## config.mk

```make
export PLATFORM = sky130hd
export DESIGN_NAME = if_fetch_unit
export DESIGN_NICKNAME = d
export VERILOG_FILES = /design/src/rtl/if_fetch_unit.sv
export SDC_FILE = /design/constraint.sdc
export NUM_CORES = 1
export LEC_CHECK = 0
export BUFFER_PORTS_ARGS = -buffer_cell sky130_fd_sc_hd__buf_2
export CORE_MARGIN = 3
export CORE_UTILIZATION = 59
export CTS_CLUSTER_DIAMETER = 80
export DETAILED_ROUTE_END_ITERATION = 10
export GPL_TIMING_DRIVEN = 0
export MAX_ROUTING_LAYER = met4
export PLACE_DENSITY = 0.81
export SETUP_SLACK_MARGIN = 0.5
export SYNTH_ARGS = -nofsm -noshare
export SYNTH_HDL_FRONTEND = slang
export SYNTH_SLANG_ARGS = --single-unit
```

## constraint.sdc

```tcl
create_clock -name clk -period 12.48 [get_ports clk]
set_input_delay 1.248 -clock clk [delete_from_list [all_inputs] [get_ports clk]]
set_output_delay 1.248 -clock clk [all_outputs]
set_load 0.02 [all_outputs]
```

## src/rtl/if_fetch_unit.sv

```systemverilog
// if_fetch_unit: IF-stage fetch requester with a credit-limited prefetch buffer feeding ID
module if_fetch_unit #(
    parameter logic [31:0] RESET_PC  = 32'h0000_0000,
    parameter int          BUF_DEPTH = 2
) (
    input  logic        clk,
    input  logic        reset,
    output logic        imem_req,
    output logic [31:0] imem_pc,
    input  logic [31:0] imem_instr,
    input  logic        redirect_valid,
    input  logic [31:0] redirect_pc,
    output logic        id_valid,
    input  logic        id_ready,
    output logic [31:0] id_instr,
    output logic [31:0] id_pc
);
    localparam int AW = $clog2(BUF_DEPTH);
    localparam int CW = AW + 1;
    localparam logic [CW:0] DEPTH = (CW + 1)'(BUF_DEPTH);

    typedef enum logic {BOOT, RUN} state_t;

    state_t        state;
    logic [31:0]   fetch_pc;
    logic [31:0]   req_pc;
    logic          inflight;
    logic [CW-1:0] count;
    logic [AW-1:0] head;
    logic [AW-1:0] tail;
    logic [31:0]   buf_pc    [BUF_DEPTH];
    logic [31:0]   buf_instr [BUF_DEPTH];
    logic          pop;
    logic          push;
    logic [CW:0]   occ;

    // request address, credit check and head presentation; a redirect sees an empty buffer
    always_comb begin
        imem_pc  = redirect_valid ? {redirect_pc[31:2], 2'b00} : fetch_pc;
        id_valid = count != '0;
        pop      = id_valid & id_ready;
        push     = inflight & ~redirect_valid;
        occ      = redirect_valid ? '0 : {1'b0, count} + (CW + 1)'(inflight) - (CW + 1)'(pop);
        imem_req = (state == RUN) && (occ < DEPTH);
        id_pc    = id_valid ? buf_pc[head] : '0;
        id_instr = id_valid ? buf_instr[head] : '0;
    end

    // control state: fetch pointer, in-flight tracking and buffer occupancy
    always_ff @(posedge clk or negedge reset) begin
        if (!reset) begin
            state    <= BOOT;
            fetch_pc <= RESET_PC;
            req_pc   <= '0;
            inflight <= 1'b0;
            count    <= '0;
            head     <= '0;
            tail     <= '0;
        end else begin
            state    <= RUN;
            inflight <= imem_req;
            req_pc   <= imem_pc;
            fetch_pc <= imem_req ? imem_pc + 32'd4 : imem_pc;
            if (redirect_valid) begin
                count <= '0;
                head  <= '0;
                tail  <= '0;
            end else begin
                count <= count + CW'(push) - CW'(pop);
                if (push) tail <= tail + 1'b1;
                if (pop) head <= head + 1'b1;
            end
        end
    end

    // buffer storage needs no reset: id outputs are masked while empty
    always_ff @(posedge clk) begin
        if (push) begin
            buf_pc[tail]    <= req_pc;
            buf_instr[tail] <= imem_instr;
        end
    end
endmodule

```

==> impl_metrics.ini, run 1 <==
[placement]
place.gp.congestion = 0.905
place_area_um2 = 9120
place_hpwl_um = 11200
place_ws_ns = 8.44
port_buffers = 163
placedCellCount = 882

[grt]
grt_pass1_wl_um = 24500
overflow = 0
globalRouteTotalUtil = 0.222
grt_antenna_before_repair = 0
grt_start_max_net_pins = 69
grt_pass1_vias = 4934

[die]
dieArea_um2 = 15100
die_height_um = 123
num_rows = 42
initial_utilization = 0.605
ioPinCount = 166
coreArea_um2 = 13300
die_w_um = 123

[clock_network]
cts_hold_buf = 0
cts-root-buf = clkbuf_16
cts_tree = built
clk_pin_slew_ns = 0.07
post_cts_buffers = 0
cts_inserted_buffers = 17
htreeDepth = 4
cts_resized = 0
clock-sinks = 196
cts_buffer_depth = 2
clock_latency_ns = 0.42

[synth]
synth_edf_count = 128
synth_seq_cells = 196
syn_nets = 613
syn_area_um2 = 8050
synthCells = 542
synth_ff_type = edfxtp_1
yosysUniqueCellTypes = 50
yosysSeqAreaShare = 0.689
ys.warnings.count = 0
syn_area_per_cell_um2 = 14.9
synthArstFlopShare = 0.347

[cells_and_area]
fill_cells = 906
diodes = 0
final_cell_mix = buf_2 (171), edfxtp_1 (128), nor2_1 (80)
fin_cells = 914
layout.nets = 796
final_common_cell = buf_2
area_growth_pct = 20.7
final_cell_area_um2 = 9720
drive_gt1_frac = 0.347

[sta]
slew_violations = 0
rsz0062_at_grt = no
finalWorstSetupSlack_ns = 8.42
max_slew_margin = 0.322
fin_crit_sh = 0.325
worst_slew_pin_slew_ns = 1.01
period_needed_ns = 4.06
finClkSkew_ns = 0.00831
setup_viol = 0
fmax_ghz = 0.246
setup-tns-final_ns = 0
hold_violations = 0

[detailed_routing]
wire_per_inst_um = 17.3
wl_um = 15800
vias_per_cell = 5.37
ant_nets = 0
drc_errors = 0
drtIter0Drc = 269
routed-via-count = 4908
first_pass_iters = 5

[power_and_ir_drop]
ir_drop_uv = 112
netSwitchingFraction = 0.333
p_int_mw = 1.33
power.density_nw_per_um2 = 205
combPwrFrac = 0.299
p_clk_frac = 0.271
cellLeakagePower_nw = 3.96
power_switching_mw = 0.664
sequentialPowerShare = 0.430

[outcome]
status = complete, no violations

[min_path]
hold_path.class = register to register

[worst_setup_path]
critPathCaptureType = output port
required_ns = 11.23
arrival_ns = 2.81
path_class = input port to output port
start_kind = input port
cp_max_fo = 10

[run]
cap_violations = 0
-- layout make-up --
type                    instances  area, um2  area share
plain buffers                  23        128      0.0131
clock buffers                  19        453      0.0466
clock inverters                13        146      0.0151
inverters                       9       35.0     0.00361
multi-input cells             314       2350       0.242
flip-flops and latches        196       5550       0.571
well taps                     176        220      0.0227
repair buffers                164        838      0.0863
-- flip-flops by register name, summed over array words and instances (netlist names) --
name,flops
buf_pc,64
state,1
buf_instr,64
tail,1
req_pc,32
fetch_pc,30
count,2
head,1
inflight,1
-- power by group through the flow --
stage                     Sequential [mW]  Clock (mW)  Combinational, mW
after CTS                           0.860       0.550              0.605
after global routing                0.868       0.580              0.647
after detailed placement            0.872           0              0.603
after floorplan                     0.865           0              0.410
final                               0.859       0.541              0.596
after global placement              0.874           0              0.586
-- final timing paths --
check                          startpoint            end  slack [ns]  depth (start not counted)
setup / recovery           redirect_valid    imem_pc[10]        8.42                          6
hold / removal                 req_pc[18]  buf_pc[0][18]        0.44                          0
setup reg to reg                 count[0]   fetch_pc[30]        9.87                         10
hold reg to reg                req_pc[18]  buf_pc[0][18]        0.44                          0
max in group asynchronous           reset     req_pc[20]       11.02                          1
min in group asynchronous           reset    fetch_pc[3]        0.92                          1
-- cell usage after synthesis (2+ instances only) --
cell      number  area share
nor4_2         3      0.0047
nand3b_1       2      0.0019
buf_1          4      0.0019
nor3_1         6      0.0037
nand2b_1       4      0.0031
nand4b_4       2      0.0059
mux2_2        19       0.027
o21ai_1        2      0.0012
xnor2_1       12       0.013
nor2_1        80       0.037
buf_6          3      0.0042
nand2_1       19      0.0089
mux2i_1       70       0.087
a32o_1         2      0.0025
and2_1         3      0.0023
o22ai_2        2      0.0031
nor3_2         3      0.0037
nand3_1       13      0.0081
buf_4          2      0.0019
nor2b_1       10      0.0078
inv_1          8      0.0037
a31oi_1        3      0.0023
nand2_2        2      0.0016
o21ai_0        4      0.0025
a21oi_2        2      0.0022
ha_1           2      0.0031
clkbuf_1       5      0.0023
a21o_1         3      0.0028
edfxtp_1     128        0.48
nand4_2        4      0.0062
dfrtp_1       68        0.21
nand4_1        6      0.0047
buf_2          9      0.0056
xor2_1        21       0.023
-- kinds of logic (layout without fill, tap and decap cells) --
family,Yosys count,in the layout,share of synthesized area
flops,196,196,0.689
other cells,1,1,0.000466
simple gates,163,163,0.110
mux,89,89,0.114
xor+xnor,33,33,0.0359
buf+inv,32,228,0.0202
compound gates,25,25,0.0256
fa+ha+maj,3,3,0.00560
-- per-layer routing --
metal / wire length (um) / vias to the layer above / track usage
met5: 0 / - / -
met4: 272 / 0 / 0.0882
met3: 1030 / 25 / 0.0488
met2: 7920 / 169 / 0.362
met1: 6560 / 2390 / 0.271
li1: - / 2324 / -
-- worst max-delay path, stage by stage --
cell     delay, ns
buf_2         0.17
buf_4         0.23
buf_4         0.24
mux2i_1       0.50
inv_1         0.21
buf_2         0.21
-- metrics by stage --
stage	power [mW]	hold slack, ns	util
3_5_place_dp	1.48	0.428	0.686
2_1_floorplan	1.28	0.420	-
4_1_cts	2.01	0.445	0.731
6_report	2.00	0.444	0.731
5_1_grt	2.10	0.452	0.731
3_3_place_gp	1.46	0.424	0.683
Note: power is estimated with default switching activity, not from simulation.
==> run 2: changes to the inputs <==
--- a/config.mk
+++ b/config.mk
@@ -5,14 +5,15 @@
 export SDC_FILE = /design/constraint.sdc
 export NUM_CORES = 1
 export LEC_CHECK = 0
+export ABC_AREA = 1
 export BUFFER_PORTS_ARGS = -buffer_cell sky130_fd_sc_hd__buf_2
 export CORE_MARGIN = 3
-export CORE_UTILIZATION = 59
+export CORE_UTILIZATION = 50
 export CTS_CLUSTER_DIAMETER = 80
 export DETAILED_ROUTE_END_ITERATION = 10
 export GPL_TIMING_DRIVEN = 0
 export MAX_ROUTING_LAYER = met4
-export PLACE_DENSITY = 0.81
+export PLACE_DENSITY = 0.73
 export SETUP_SLACK_MARGIN = 0.5
 export SYNTH_ARGS = -nofsm -noshare
 export SYNTH_HDL_FRONTEND = slang
==> constraint.sdc (replaced) <==
create_clock -name clk -period 3.4 [get_ports clk]
set_input_delay 0.34 -clock clk [delete_from_list [all_inputs] [get_ports clk]]
set_output_delay 0.34 -clock clk [all_outputs]
set_load 0.02 [all_outputs]
==> impl_metrics.ini, run 2 <==
[synth]
synth_ff_type = edfxtp_1
yosysSeqAreaShare = 0.675
syn_nets = 862
synth_common_cells = nand2_1 (277), edfxtp_1 (128), inv_1 (70)
yosysMostFrequentCell = nand2_1
synth_edf_count = 128
ys.warnings.count = 0
synthArstFlopShare = 0.347
netlist.area_leader.share = 0.468
yosysUniqueCellTypes = 31
syn_area_um2 = 8220
syn_area_per_cell_um2 = 10.4
post-synth-top-area-cell = edfxtp_1
synth_seq_cells = 196
synthCells = 791
synthTopCellsByArea = edfxtp_1 (47%), dfrtp_1 (21%), nand2_1 (13%)

[sta]
worst_slew_pin_slew_ns = 0.893
period_needed_ns = 2.78
fin_crit_sh = 0.817
hold_violations = 0
setup_viol = 0
fmax_ghz = 0.360
max_slew_margin = 0.404
setup-tns-final_ns = 0
finalWorstSetupSlack_ns = 0.621
finClkSkew_ns = 0.00811
rsz0062_at_grt = yes
slew_violations = 0

[worst_setup_path]
start_kind = register
cp-startpoint = count[1]
path_cells = nor2_1, nor2_2, inv_1, or2_2, a21oi_2, fa_1, inv_1, nand3_1, nand2_1, nand2_2, inv_4, buf_4
path_class = register to output port
critPathMaxStageDelay_ns = 0.42
arrival_ns = 2.44
cp_slowest_cell = fa_1
required_ns = 3.06
reg2reg_from = count[1]
critPathCaptureType = output port
crit_buf_inv = 4
cp_top_family = simple AND/OR/NAND/NOR gates
critical_path.most_common_cell = inv_1
cp_max_fo = 3

[detailed_routing]
ant_nets = 0
routed-via-count = 6024
wire_per_inst_um = 15.3
drc_errors = 0
first_pass_iters = 5
wl_um = 18500
drtIter0Drc = 328
vias_per_cell = 4.97

[die]
die_w_um = 134
initial_utilization = 0.514
num_rows = 46
coreArea_um2 = 16000
ioPinCount = 166
die_height_um = 134
dieArea_um2 = 18000

[power_and_ir_drop]
p_int_mw = 4.75
power.density_nw_per_um2 = 730
sequentialPowerShare = 0.408
cellLeakagePower_nw = 4.56
p_clk_frac = 0.275
ir_drop_uv = 374
combPwrFrac = 0.317
power_switching_mw = 2.61
netSwitchingFraction = 0.355

[clock_network]
cts_hold_buf = 0
cts_inserted_buffers = 17
htreeDepth = 4
cts_buffer_depth = 2
clock-sinks = 196
clock_latency_ns = 0.42
clk_pin_slew_ns = 0.07
cts_tree = built
cts-root-buf = clkbuf_16

[grt]
globalRouteTotalUtil = 0.212
overflow = 0
grt_antenna_before_repair = 0
grt_pass1_vias = 5820
grt_start_max_net_pins = 69
grt_pass1_wl_um = 28700

[cells_and_area]
multi_input_area_um2 = 2260
diodes = 0
final_cell_area_um2 = 10100
top_regs = buf_instr x64, buf_pc x64, req_pc x32
layout.nets = 1054
final_common_cell = nand2_1
area_growth_pct = 22.5
seqCellArea_um2 = 5550
final_cell_mix = nand2_1 (276), buf_2 (163), edfxtp_1 (128)
drive_gt1_frac = 0.252
fill_cells = 1316

[placement]
place.gp.congestion = 0.924
place_ws_ns = 0.403
place_area_um2 = 9400
port_buffers = 163
place_hpwl_um = 12900

[min_path]
hold_path.class = input port to async pin

[run]
cap_violations = 0

[outcome]
status = complete, no violations
-- run 2: changes by cell type after synthesis, moves of 8 or more --
| cell | delta |
|---|---|
| nand2_1 | +258 |
| mux2i_1 | -70 |
| a21oi_1 | +66 |
| inv_1 | +62 |
| nor2_1 | -37 |
| mux2_2 | -19 |
| nand3_1 | +12 |
| clkbuf_1 | +11 |
| nor2b_1 | -10 |
| xnor2_1 | -10 |
| o21ai_1 | +8 |
-- run 2: routing by layer --
metal  GRT usage  part of all wire
met2       0.356              0.49
met4      0.0781             0.021
met3      0.0353             0.059
met5           -                 0
met1       0.260              0.43
-- run 2: layout make-up --
| type | count | share of cell area |
|---|---|---|
| multi-input cells | 490 | 0.224 |
| flip-flops and latches | 196 | 0.551 |
| inverters | 74 | 0.0278 |
| well taps | 216 | 0.0268 |
| plain buffers | 31 | 0.0163 |
| clock buffers | 21 | 0.0468 |
| repair buffers | 173 | 0.0939 |
| clock inverters | 11 | 0.0137 |
-- run 2: worst paths after layout --
path,slack [ns],cells past startpoint,endpoint
min in group clk,0.10,1,buf_instr[0][24]
max,0.62,12,imem_req
max in group asynchronous,2.77,1,req_pc[22]
max reg2reg,0.65,18,fetch_pc[27]
min,0.006,1,fetch_pc[24]
min reg2reg,0.44,0,buf_pc[0][22]
-- run 2: repair_timing --
action	in CTS	in global routing
setup endpoints to repair	12	9
pin swaps	1	1
buffers inserted	5	1
gates resized for setup	2	3
-- run 2: power groups by stage --
stage | combinational [mW] | clock, mW | sequential, mW
6_report | 2.34 | 2.02 | 3.00
5_1_grt | 2.56 | 2.14 | 3.03
4_1_cts | 2.35 | 2.05 | 3.00
3_5_place_dp | 2.29 | 0 | 3.05
3_3_place_gp | 2.20 | 0 | 3.06
2_1_floorplan | 1.46 | 0 | 3.04
-- run 2: through the flow --
step / utilization / total power, mW / instances / hold slack, ns
3_3_place_gp: 0.582 / 5.26 / 1170 / 0.421
3_5_place_dp: 0.588 / 5.34 / 1174 / 0.428
6_report: 0.629 / 7.36 / 1212 / 0.00569
2_1_floorplan: - / 4.49 / 791 / 0.0444
5_1_grt: 0.629 / 7.73 / 1212 / 0.0883
4_1_cts: 0.628 / 7.40 / 1211 / 0.0638
-- run 2: cells by family (layout without fill, tap and decap cells) --
| kind of cell | Yosys count | after routing | synth area share |
|---|---|---|---|
| and+or+nand+nor | 379 | 379 | 0.190 |
| DFF | 196 | 196 | 0.675 |
| buffers and inverters | 105 | 310 | 0.0537 |
| AOI/OAI and AO/OA | 91 | 91 | 0.0586 |
| xor gates and xnor gates | 16 | 16 | 0.0170 |
| adders and majority gates | 3 | 3 | 0.00548 |
| other | 1 | 1 | 0.000456 |
==> run 3: changes to the inputs <==
--- a/config.mk
+++ b/config.mk
@@ -5,15 +5,15 @@
 export SDC_FILE = /design/constraint.sdc
 export NUM_CORES = 1
 export LEC_CHECK = 0
-export ABC_AREA = 1
+export ABC_AREA = 0
 export BUFFER_PORTS_ARGS = -buffer_cell sky130_fd_sc_hd__buf_2
 export CORE_MARGIN = 3
-export CORE_UTILIZATION = 50
+export CORE_UTILIZATION = 55
 export CTS_CLUSTER_DIAMETER = 80
 export DETAILED_ROUTE_END_ITERATION = 10
 export GPL_TIMING_DRIVEN = 0
 export MAX_ROUTING_LAYER = met4
-export PLACE_DENSITY = 0.73
+export PLACE_DENSITY = 0.76
 export SETUP_SLACK_MARGIN = 0.5
 export SYNTH_ARGS = -nofsm -noshare
 export SYNTH_HDL_FRONTEND = slang
==> constraint.sdc (replaced) <==
create_clock -name clk -period 2.8 [get_ports clk]
set_input_delay 0.28 -clock clk [delete_from_list [all_inputs] [get_ports clk]]
set_output_delay 0.28 -clock clk [all_outputs]
set_load 0.02 [all_outputs]
==> impl_metrics.ini, run 3 (synthesis results as in run 1) <==
[placement]
place.gp.congestion = 0.860
place_area_um2 = 9150
port_buffers = 163
place_ws_ns = -0.00936
place_hpwl_um = 11500

[cells_and_area]
drive_gt1_frac = 0.388
area_growth_pct = 24.8
layout.nets = 814
final_cell_mix = buf_2 (166), edfxtp_1 (128), nor2_1 (77)
final_common_cell = buf_2
final_cell_area_um2 = 10000
top_regs = buf_instr x64, buf_pc x64, req_pc x32
diodes = 0

[clock_network]
htreeDepth = 4
clk_pin_slew_ns = 0.07
cts_inserted_buffers = 17
clock-sinks = 196
cts-root-buf = clkbuf_16
cts_buffer_depth = 2
clock_latency_ns = 0.42
cts_tree = built

[detailed_routing]
vias_per_cell = 5.29
drtIter0Drc = 330
wl_um = 16600
first_pass_iters = 4
routed-via-count = 4955
drc_errors = 0
wire_per_inst_um = 17.8
ant_nets = 0

[sta]
fin_crit_sh = 0.867
fmax_ghz = 0.412
period_needed_ns = 2.43
rsz0062_at_grt = yes
worst_slew_pin_slew_ns = 0.899
finClkSkew_ns = 0.00639
setup-tns-final_ns = 0
hold_violations = 0
setup_viol = 0
finalWorstSetupSlack_ns = 0.371
slew_violations = 0
max_slew_margin = 0.400

[power_and_ir_drop]
power.density_nw_per_um2 = 905
cellLeakagePower_nw = 4.19
ir_drop_uv = 479

[worst_setup_path]
worstRegToRegCells = 11
path_cells = buf_4, nand2b_1, a21boi_1, fa_1, xor2_1, a21oi_2, clkinv_2, buf_4
cp_slowest_cell = dfrtp_1
cp_top_family = buffers and inverters
critPathCaptureType = output port
crit_buf_inv = 3
cp_max_fo = 4
critPathMaxStageDelay_ns = 0.39
crit_cells = 8
required_ns = 2.52
critical_path.most_common_cell = buf_4
start_kind = register
arrival_ns = 2.15
cp-startpoint = count[0]
path_class = register to output port
reg2reg_from = count[0]

[grt]
globalRouteTotalUtil = 0.216
grt_start_max_net_pins = 69
overflow = 0
grt_antenna_before_repair = 0
grt_pass1_wl_um = 26300
grt_pass1_vias = 5089

[run]
cap_violations = 0

[min_path]
hp-start = imem_instr[11]
min_path_cells = 1
hold_path.class = input port to register

[die]
num_rows = 43
die_w_um = 127
coreArea_um2 = 14100
initial_utilization = 0.571
ioPinCount = 166
dieArea_um2 = 16100
die_height_um = 127

[outcome]
status = complete, no violations
run 3: changes by cell type in the layout (fill, tap and decap cells not counted), moves of 7 or more:
cell | before | now
inv_1 | 70 | 8
nor2b_1 | 0 | 8
nand3_1 | 25 | 13
clkbuf_4 | 0 | 8
mux2i_1 | 0 | 70
xor2_1 | 14 | 21
nand2_1 | 276 | 17
mux2_2 | 0 | 19
clkbuf_1 | 18 | 2
nor2_1 | 40 | 77
xnor2_1 | 2 | 11
a21oi_1 | 66 | 1
o21ai_1 | 10 | 2
run 3: final cells by class:
type,instances,area (um2)
fillers,958,4050
flip-flops and latches,196,5550
repair buffers,182,1010
well taps,180,225
multi-input cells,314,2490
inverters,9,35.0
clock inverters,13,134
clock buffers,19,433
plain buffers,23,170
run 3: repair_timing:
item,CTS,global route
hold buffers,1,0
endpoints found under the hold margin,7,0
resized for setup,22,34
endpoints found under the setup margin,83,73
cloned,1,0
pin swaps,7,13
setup buffers,11,4
run 3: path summary, 6_finish.rpt:
| path | endpoint | slack (ns) |
|---|---|---|
| max | imem_req | 0.37 |
| min | buf_instr[1][11] | 0.05 |
| max reg2reg | fetch_pc[22] | 0.37 |
| min reg2reg | buf_pc[0][22] | 0.44 |
| max in group asynchronous | count[1] | 1.65 |
| min in group asynchronous | req_pc[2] | 0.51 |
run 3: per-layer routing:
metal,part of all wire,global-route usage,vias up
met5,0,-,-
met4,0.016,0.0681,0
met3,0.055,0.0380,19
met2,0.49,0.348,144
met1,0.44,0.285,2442
li1,-,-,2350
run 3: worst register-to-register path, cell delays in order, from the launching register on:
cell and delay (ns):
dfrtp_1 0.39, nand3b_1 0.21, a21boi_1 0.19, fa_1 0.44
nor2b_1 0.15, a21oi_2 0.10, clkinv_2 0.10, buf_6 0.10
nand4_4 0.13, buf_8 0.20, nor3_4 0.17, xor2_1 0.17
run 3: through the flow:
stage,hold WS [ns],power (mW),std cells,utilization
after detailed placement,0.428,6.62,887,0.649
after global routing,0.0308,9.54,936,0.713
after floorplan,-0.0156,5.67,542,-
after CTS,0.0312,9.05,932,0.702
final,0.0477,9.09,936,0.713
after global placement,0.422,6.50,885,0.646
run 3: power by group:
part | leakage, nW | total, mW | switching, mW | internal (mW)
registers | 1.99 | 3.82 | 0.166 | 3.65
clock network | 0.266 | 2.33 | 1.02 | 1.31
logic | 1.93 | 2.94 | 1.83 | 1.11
